==> src/rtl/ball_motion_if.sv <==
// ball_motion_if
//   Bundles the frame/collision inputs and the ball position outputs of
//   ball_motion so the collision checker side and the ball side share one
//   connection object.
//
//   Handshake: there is no valid/ready pair. Inputs are sampled on every
//   pxl_clk edge. Outputs are registered. The position outputs change only
//   on the edge that samples a frame tick (the first vsync=1 cycle), on a
//   start cycle, or on reset. Consumers may read them at any time during
//   active scan (vsync=0).
//
//   slave  : view used by ball_motion (inputs in, position/state out)
//   master : view used by the driving side (collision checker / bench)
interface ball_motion_if;
    logic       vsync;
    logic       start;
    logic       launch;
    logic [9:0] paddle_x;
    logic       h_collision;
    logic       v_collision;
    logic       win;
    logic       lose;
    logic [9:0] ball_x;
    logic [9:0] ball_y;
    logic       dir_x;
    logic       dir_y;
    logic       in_play;
    logic [1:0] dbg_state;   // FSM state: 0 SERVE, 1 PLAY, 2 OVER

    modport slave (
        input  vsync, start, launch, paddle_x, h_collision, v_collision, win, lose,
        output ball_x, ball_y, dir_x, dir_y, in_play, dbg_state
    );

    modport master (
        output vsync, start, launch, paddle_x, h_collision, v_collision, win, lose,
        input  ball_x, ball_y, dir_x, dir_y, in_play, dbg_state
    );
endinterface

==> src/rtl/ball_motion.sv <==
// ball_motion
//   Once per video frame, advances the ball position that the collision
//   checker consumes. The ball bounces on the collision flags latched during
//   active scan and on the left, right and top playfield walls. A three-state
//   FSM (SERVE / PLAY / OVER) tracks the serve, play and game-over phases.
//
//   Ports
//     pxl_clk : pixel clock, the only clock
//     reset   : synchronous, active-high
//     bus     : ball_motion_if.slave (frame/collision inputs, position outputs,
//               debug FSM state)
module ball_motion #(
    parameter logic [3:0] SPEED      = 4'd2,
    parameter logic [9:0] LEFT_EDGE  = 10'd8,
    parameter logic [9:0] RIGHT_EDGE = 10'd631,
    parameter logic [9:0] TOP_EDGE   = 10'd8,
    parameter logic [9:0] SERVE_X    = 10'd320,
    parameter logic [9:0] SERVE_Y    = 10'd440
) (
    input  logic         pxl_clk,
    input  logic         reset,
    ball_motion_if.slave bus
);

    typedef enum logic [1:0] {
        SERVE = 2'd0,
        PLAY  = 2'd1,
        OVER  = 2'd2
    } state_t;

    localparam logic [10:0] L_SPEED = {7'd0, SPEED};

    state_t     r_state;
    state_t     w_state_next;
    logic       r_vsync_q;
    logic       r_h_hit;
    logic       r_v_hit;
    logic [9:0] r_ball_x;
    logic [9:0] r_ball_y;
    logic       r_dir_x;
    logic       r_dir_y;
    logic       r_in_play;

    logic        w_tick;
    logic        w_ndx;
    logic        w_ndy;
    logic [10:0] w_x_up;
    logic [10:0] w_y_up;
    logic [9:0]  w_serve_x;
    logic [9:0]  w_x_next;
    logic [9:0]  w_y_next;
    logic        w_dx_next;
    logic        w_dy_next;

    assign w_tick = bus.vsync & ~r_vsync_q;

    // Next-state logic; start overrides everything except reset.
    always_comb begin
        w_state_next = r_state;
        if (bus.start) begin
            w_state_next = SERVE;
        end else begin
            case (r_state)
                SERVE:   if (w_tick && bus.launch) w_state_next = PLAY;
                PLAY:    if (bus.win || bus.lose)  w_state_next = OVER;
                OVER:    w_state_next = OVER;
                default: w_state_next = SERVE;
            endcase
        end
    end

    // Per-frame step. Sums are 11 bits wide so edge compares never wrap.
    always_comb begin
        w_ndx  = r_dir_x ^ r_h_hit;
        w_ndy  = r_dir_y ^ r_v_hit;
        w_x_up = {1'b0, r_ball_x} + L_SPEED;
        w_y_up = {1'b0, r_ball_y} + L_SPEED;

        w_serve_x = bus.paddle_x;
        if (bus.paddle_x < LEFT_EDGE)  w_serve_x = LEFT_EDGE;
        if (bus.paddle_x > RIGHT_EDGE) w_serve_x = RIGHT_EDGE;

        w_x_next  = r_ball_x;
        w_dx_next = w_ndx;
        if (w_ndx && (w_x_up >= {1'b0, RIGHT_EDGE})) begin
            w_x_next  = RIGHT_EDGE;
            w_dx_next = 1'b0;
        end else if (!w_ndx && ({1'b0, r_ball_x} <= ({1'b0, LEFT_EDGE} + L_SPEED))) begin
            w_x_next  = LEFT_EDGE;
            w_dx_next = 1'b1;
        end else if (w_ndx) begin
            w_x_next  = w_x_up[9:0];
        end else begin
            w_x_next  = r_ball_x - {6'd0, SPEED};
        end

        // No bottom bounce: losing the ball is signalled by the checker.
        w_y_next  = r_ball_y;
        w_dy_next = w_ndy;
        if (!w_ndy && ({1'b0, r_ball_y} <= ({1'b0, TOP_EDGE} + L_SPEED))) begin
            w_y_next  = TOP_EDGE;
            w_dy_next = 1'b1;
        end else if (w_ndy) begin
            w_y_next  = w_y_up[10] ? 10'd1023 : w_y_up[9:0];
        end else begin
            w_y_next  = r_ball_y - {6'd0, SPEED};
        end
    end

    always_ff @(posedge pxl_clk) begin
        if (reset) begin
            r_state   <= SERVE;
            r_vsync_q <= 1'b0;
            r_h_hit   <= 1'b0;
            r_v_hit   <= 1'b0;
            r_ball_x  <= SERVE_X;
            r_ball_y  <= SERVE_Y;
            r_dir_x   <= 1'b1;
            r_dir_y   <= 1'b0;
            r_in_play <= 1'b0;
        end else begin
            r_vsync_q <= bus.vsync;
            r_state   <= w_state_next;
            r_in_play <= (w_state_next == PLAY);
            if (bus.start) begin
                r_dir_x  <= 1'b1;
                r_dir_y  <= 1'b0;
                r_ball_y <= SERVE_Y;
                r_h_hit  <= 1'b0;
                r_v_hit  <= 1'b0;
            end else begin
                case (r_state)
                    SERVE: begin
                        r_h_hit <= 1'b0;
                        r_v_hit <= 1'b0;
                        if (w_tick) begin
                            r_ball_x <= w_serve_x;
                            r_ball_y <= SERVE_Y;
                            if (bus.launch) begin
                                r_dir_x <= 1'b1;
                                r_dir_y <= 1'b0;
                            end
                        end
                    end
                    PLAY: begin
                        if (bus.win || bus.lose) begin
                            // Freeze position and direction on game end.
                            r_h_hit <= 1'b0;
                            r_v_hit <= 1'b0;
                        end else if (w_tick) begin
                            r_ball_x <= w_x_next;
                            r_ball_y <= w_y_next;
                            r_dir_x  <= w_dx_next;
                            r_dir_y  <= w_dy_next;
                            r_h_hit  <= 1'b0;
                            r_v_hit  <= 1'b0;
                        end else if (!bus.vsync) begin
                            // Sticky: several pulses in a frame are one hit.
                            r_h_hit <= r_h_hit | bus.h_collision;
                            r_v_hit <= r_v_hit | bus.v_collision;
                        end
                    end
                    default: begin
                        r_h_hit <= 1'b0;
                        r_v_hit <= 1'b0;
                    end
                endcase
            end
        end
    end

    assign bus.ball_x    = r_ball_x;
    assign bus.ball_y    = r_ball_y;
    assign bus.dir_x     = r_dir_x;
    assign bus.dir_y     = r_dir_y;
    assign bus.in_play   = r_in_play;
    assign bus.dbg_state = r_state;

endmodule

==> src/flat_wrapper.sv <==
// flat-port wrapper written by rule: the top's interface ports become plain ports
module ball_motion_flat 
#(
    parameter logic [3:0] SPEED      = 4'd2,
    parameter logic [9:0] LEFT_EDGE  = 10'd8,
    parameter logic [9:0] RIGHT_EDGE = 10'd631,
    parameter logic [9:0] TOP_EDGE   = 10'd8,
    parameter logic [9:0] SERVE_X    = 10'd320,
    parameter logic [9:0] SERVE_Y    = 10'd440
)
  (pxl_clk, reset, bus_vsync, bus_start, bus_launch, bus_paddle_x, bus_h_collision, bus_v_collision, bus_win, bus_lose, bus_ball_x, bus_ball_y, bus_dir_x, bus_dir_y, bus_in_play, bus_dbg_state);
  ball_motion_if bus_i ();
  input  logic pxl_clk;
  input  logic reset;
  input wire logic [$bits(bus_i.vsync)-1:0] bus_vsync;
  input wire logic [$bits(bus_i.start)-1:0] bus_start;
  input wire logic [$bits(bus_i.launch)-1:0] bus_launch;
  input wire logic [$bits(bus_i.paddle_x)-1:0] bus_paddle_x;
  input wire logic [$bits(bus_i.h_collision)-1:0] bus_h_collision;
  input wire logic [$bits(bus_i.v_collision)-1:0] bus_v_collision;
  input wire logic [$bits(bus_i.win)-1:0] bus_win;
  input wire logic [$bits(bus_i.lose)-1:0] bus_lose;
  output wire logic [$bits(bus_i.ball_x)-1:0] bus_ball_x;
  output wire logic [$bits(bus_i.ball_y)-1:0] bus_ball_y;
  output wire logic [$bits(bus_i.dir_x)-1:0] bus_dir_x;
  output wire logic [$bits(bus_i.dir_y)-1:0] bus_dir_y;
  output wire logic [$bits(bus_i.in_play)-1:0] bus_in_play;
  output wire logic [$bits(bus_i.dbg_state)-1:0] bus_dbg_state;
  assign bus_i.vsync = bus_vsync;
  assign bus_i.start = bus_start;
  assign bus_i.launch = bus_launch;
  assign bus_i.paddle_x = bus_paddle_x;
  assign bus_i.h_collision = bus_h_collision;
  assign bus_i.v_collision = bus_v_collision;
  assign bus_i.win = bus_win;
  assign bus_i.lose = bus_lose;
  assign bus_ball_x = bus_i.ball_x;
  assign bus_ball_y = bus_i.ball_y;
  assign bus_dir_x = bus_i.dir_x;
  assign bus_dir_y = bus_i.dir_y;
  assign bus_in_play = bus_i.in_play;
  assign bus_dbg_state = bus_i.dbg_state;
  ball_motion #(.SPEED(SPEED), .LEFT_EDGE(LEFT_EDGE), .RIGHT_EDGE(RIGHT_EDGE), .TOP_EDGE(TOP_EDGE), .SERVE_X(SERVE_X), .SERVE_Y(SERVE_Y)) u_core (.pxl_clk(pxl_clk), .reset(reset), .bus(bus_i));
endmodule
==> config.mk <==
export PLATFORM = sky130hd
export DESIGN_NAME = ball_motion_flat
export DESIGN_NICKNAME = d
export VERILOG_FILES = /design/src/rtl/ball_motion_if.sv /design/src/rtl/ball_motion.sv /design/src/flat_wrapper.sv
export SDC_FILE = /design/constraint.sdc
export NUM_CORES = 1
export LEC_CHECK = 0
export CORE_ASPECT_RATIO = 0.75
export CORE_UTILIZATION = 45
export DETAILED_ROUTE_END_ITERATION = 12
export PLACE_DENSITY_LB_ADDON = 0.15
export REMOVE_ABC_BUFFERS = 1
export SLEW_MARGIN = 0
export SYNTH_ARGS = -nofsm -noshare
export SYNTH_HDL_FRONTEND = slang
export SYNTH_SLANG_ARGS = --single-unit
==> constraint.sdc <==
create_clock -name pxl_clk -period 4.2 [get_ports pxl_clk]
set_input_delay 0.63 -clock pxl_clk [delete_from_list [all_inputs] [get_ports pxl_clk]]
set_output_delay 0.63 -clock pxl_clk [all_outputs]
set_load 0.01 [all_outputs]
==> impl_metrics.py <==
metrics = {
    "outcome": {
        "status": "complete, no violations",
    },
    "drt": {
        "finalWirelength_um": 6317,
        "drtIter0Drc": 374,
        "antenna_left": 0,
        "wl_per_cell_um": 16.45,
        "drt-pass1-iter-count": 5,
        "vias_per_cell": 6.281,
        "vias": 2412,
        "drc": 0,
    },
    "synthesis": {
        "synth_area_um2": 2218,
        "ys_types": 61,
        "ys_async_sr_fraction_pct": 0,
        "synth-edff-count": 0,
        "syn_area_per_cell_um2": 7.469,
        "yosys.area.top_type": "dfxtp_1",
        "yosys_register_bits": 28,
        "synth_area_leaders": "dfxtp_1 25%, o21ai_0 5.0%, a21oi_1 4.7%, nor2_1 4.7%, nand2_1 4.6%",
        "synth_cells": 297,
        "synth_common_cells": "28 x dfxtp_1, 28 x nor2_1, 27 x nand2_1, 22 x o21ai_0, 21 x a21oi_1",
        "yosysWarnings": 0,
        "synth_ff_type": "dfxtp_1",
        "netlist.area_leader.share_pct": 25.27,
        "seq_area_frac_synth_pct": 25.27,
    },
    "clock_tree": {
        "h-tree-depth": 1,
        "cts.hold.buffers_added": 0,
        "cts_resized": 0,
        "cts.path.max_buffers": 2,
        "clk_pin_slew_worst_paths_ps": 100,
        "insertion_delay_ps": 280,
        "post_cts_buffers": 0,
        "clock-sinks": 28,
        "cts_tree": "built",
        "cts_inserted_buffers": 3,
        "root_buffer": "clkbuf_8",
    },
    "worst_setup_path": {
        "crit_fanout": 12,
        "cp.arrival_ps": 2920,
        "worstSetupEndpoint": "u_core.bus.ball_x[8]",
        "reg2reg_depth": 9,
        "r2r_slack_ps": 1580,
        "cp-start-kind": "input pin",
        "end_kind": "flip-flop",
        "worstSetupStartpoint": "bus_lose",
        "path_class": "in2reg",
        "critical_path_required_ps": 4390,
        "r2r-start": "u_core.bus.ball_x[1]",
        "reg2reg_to": "u_core.bus.ball_x[1]",
    },
    "power_and_ir_drop": {
        "powerDensity_nw_per_um2": 225.8,
        "vdd_ir_drop_max_v": 0.0001657,
        "seq_power_share_pct": 47.2,
        "swShare_pct": 26.38,
        "pwr-share-clk_pct": 35.3,
        "intPower_uw": 451.9,
        "p_switching_uw": 162.0,
        "p_leak_uw": 0.0009367,
        "power_frac_comb_pct": 17.5,
    },
    "floorplan": {
        "die_y_um": 62.81,
        "rows": 21,
        "io_pins": 44,
        "die-width_um": 83.08,
        "core_area_um2": 4598,
        "start_util_pct": 48.24,
        "dieArea_um2": 5218,
    },
    "global_routing": {
        "antenna_found_initial": 0,
        "grt_max_degree": 17,
        "grt_pass1_vias": 1996,
        "overflow": 0,
        "grt_usage_pct": 23.96,
        "grt_pass1_wl_um": 10290,
    },
    "sta": {
        "finalSetupViolations": 0,
        "finalCriticalPeriod_ps": 2732,
        "period_share_pct": 65.05,
        "hold_viol": 0,
        "worstMarginPinSlew_ps": 855.3,
        "max_slew_margin_pct": 42.86,
        "rsz0062_at_grt": "no",
        "finClkSkew_ps": 9.500,
        "slew_violations": 0,
        "worst_slack_ps": 1468,
        "worst_hold_slack_ps": 523.2,
        "fin_tns_setup_ps": 0,
        "max_freq_mhz": 366.0,
    },
    "layout": {
        "diodes": 0,
        "drive_gt1_share_pct": 5.505,
        "nets": 352,
        "syn_to_final_growth_pct": 22.56,
        "fin_area_um2": 2719,
        "fin_cells": 384,
    },
    "flow_run": {
        "cap_violations": 0,
    },
    "placed_design": {
        "post-place-ws_ps": 1220,
        "dp.cells": 380,
        "place_area_um2": 2648,
        "io_buffers": 43,
        "dpl.hpwl_um": 4610,
        "place_congestion": 0.9437,
    },
    "worst_hold_path": {
        "worstHoldStart": "u_core.bus.ball_y[0]",
        "min_path_type": "reg2reg",
    },
}
worst min path at each step:
stage | cells past startpoint | endpoint
finish | 2 | u_core.bus.ball_y[0]
global route | 2 | u_core.r_v_hit
CTS | 2 | u_core.bus.ball_y[0]
detailed placement | 2 | u_core.bus.ball_y[0]
global placement | 2 | u_core.bus.ball_y[0]
floorplan | 2 | u_core.r_v_hit
cell families (layout without fill, tap and decap cells):
logic type,Yosys count,in the layout,synth area share (%)
xor gates and xnor gates,17,17,7.051
muxes,2,2,0.9025
and+or+nand+nor,124,124,28.54
AOI/OAI and AO/OA,94,94,30.46
DFF,28,28,25.27
buffers and inverters,27,57,4.964
adders and majority gates,5,5,2.820
power by group through the flow:
stage	registers [uW]	logic (uW)	clock network (uW)
finish	290	107	217
global route	292	117	227
CTS	290	106	219
detailed placement	296	105	0
global placement	296	105	0
floorplan	295	53.5	0
per-layer routing:
metal  track usage [%]  wire length (um)  part of all wire [%]
met3             4.624               613                   9.7
met2             32.99              2530                    40
met1             38.22              3146                    50
met5                 0                 0                     0
met4             3.233                27                  0.43
per-stage QoR:
| stage | total power, uW | util (%) |
|---|---|---|
| after floorplan | 348.4 | - |
| after global placement | 400.2 | 57.58 |
| after detailed placement | 400.7 | 57.58 |
| after CTS | 614.7 | 59.13 |
| after global routing | 636.6 | 59.13 |
| final | 613.9 | 59.13 |
cell type report:
class                      instances  area, um2
fill                             422       1879
multi-input combinational        242       1548
sequential                        28      560.5
timing repair buffer              43      430.4
tap                               57      71.32
clock buffer                       3      41.29
inverter                          10      37.54
clock inverter                     1      30.03
worst max-delay path, stage by stage:
cell             delay, ps
clkdlybuf4s50_1        410
or2_2                  350
a211o_1                480
nor2_1                 570
o31ai_1                160
a221o_1                310
placed cells by master, fill, tap and decap left out, drive strengths merged, types with 3 or more instances in the layout:
cell / n
a2111oi: 4
a211o: 3
a21oi: 21
a31oi: 6
and3: 4
clkbuf: 3
clkdlybuf4s50: 43
dfxtp: 28
ha: 5
inv: 10
nand2: 28
nand2b: 4
nand3: 14
nand4: 7
nor2: 28
nor2b: 10
nor3: 7
nor4: 6
o211ai: 4
o21ai: 23
o22ai: 3
o31ai: 4
o41ai: 3
or2: 3
or4: 4
xnor2: 8
xor2: 9
sequential cells by signal, summed over array words and instances, names as in the netlist:
| register | flops |
|---|---|
| u_core.bus.ball_x | 10 |
| u_core.bus.ball_y | 10 |
| u_core.bus.dbg_state | 2 |
| u_core.bus.dir_x | 1 |
| u_core.bus.dir_y | 1 |
| u_core.bus.in_play | 1 |
| u_core.r_h_hit | 1 |
| u_core.r_v_hit | 1 |
| u_core.r_vsync_q | 1 |
Note: power is estimated with default switching activity, not from simulation.
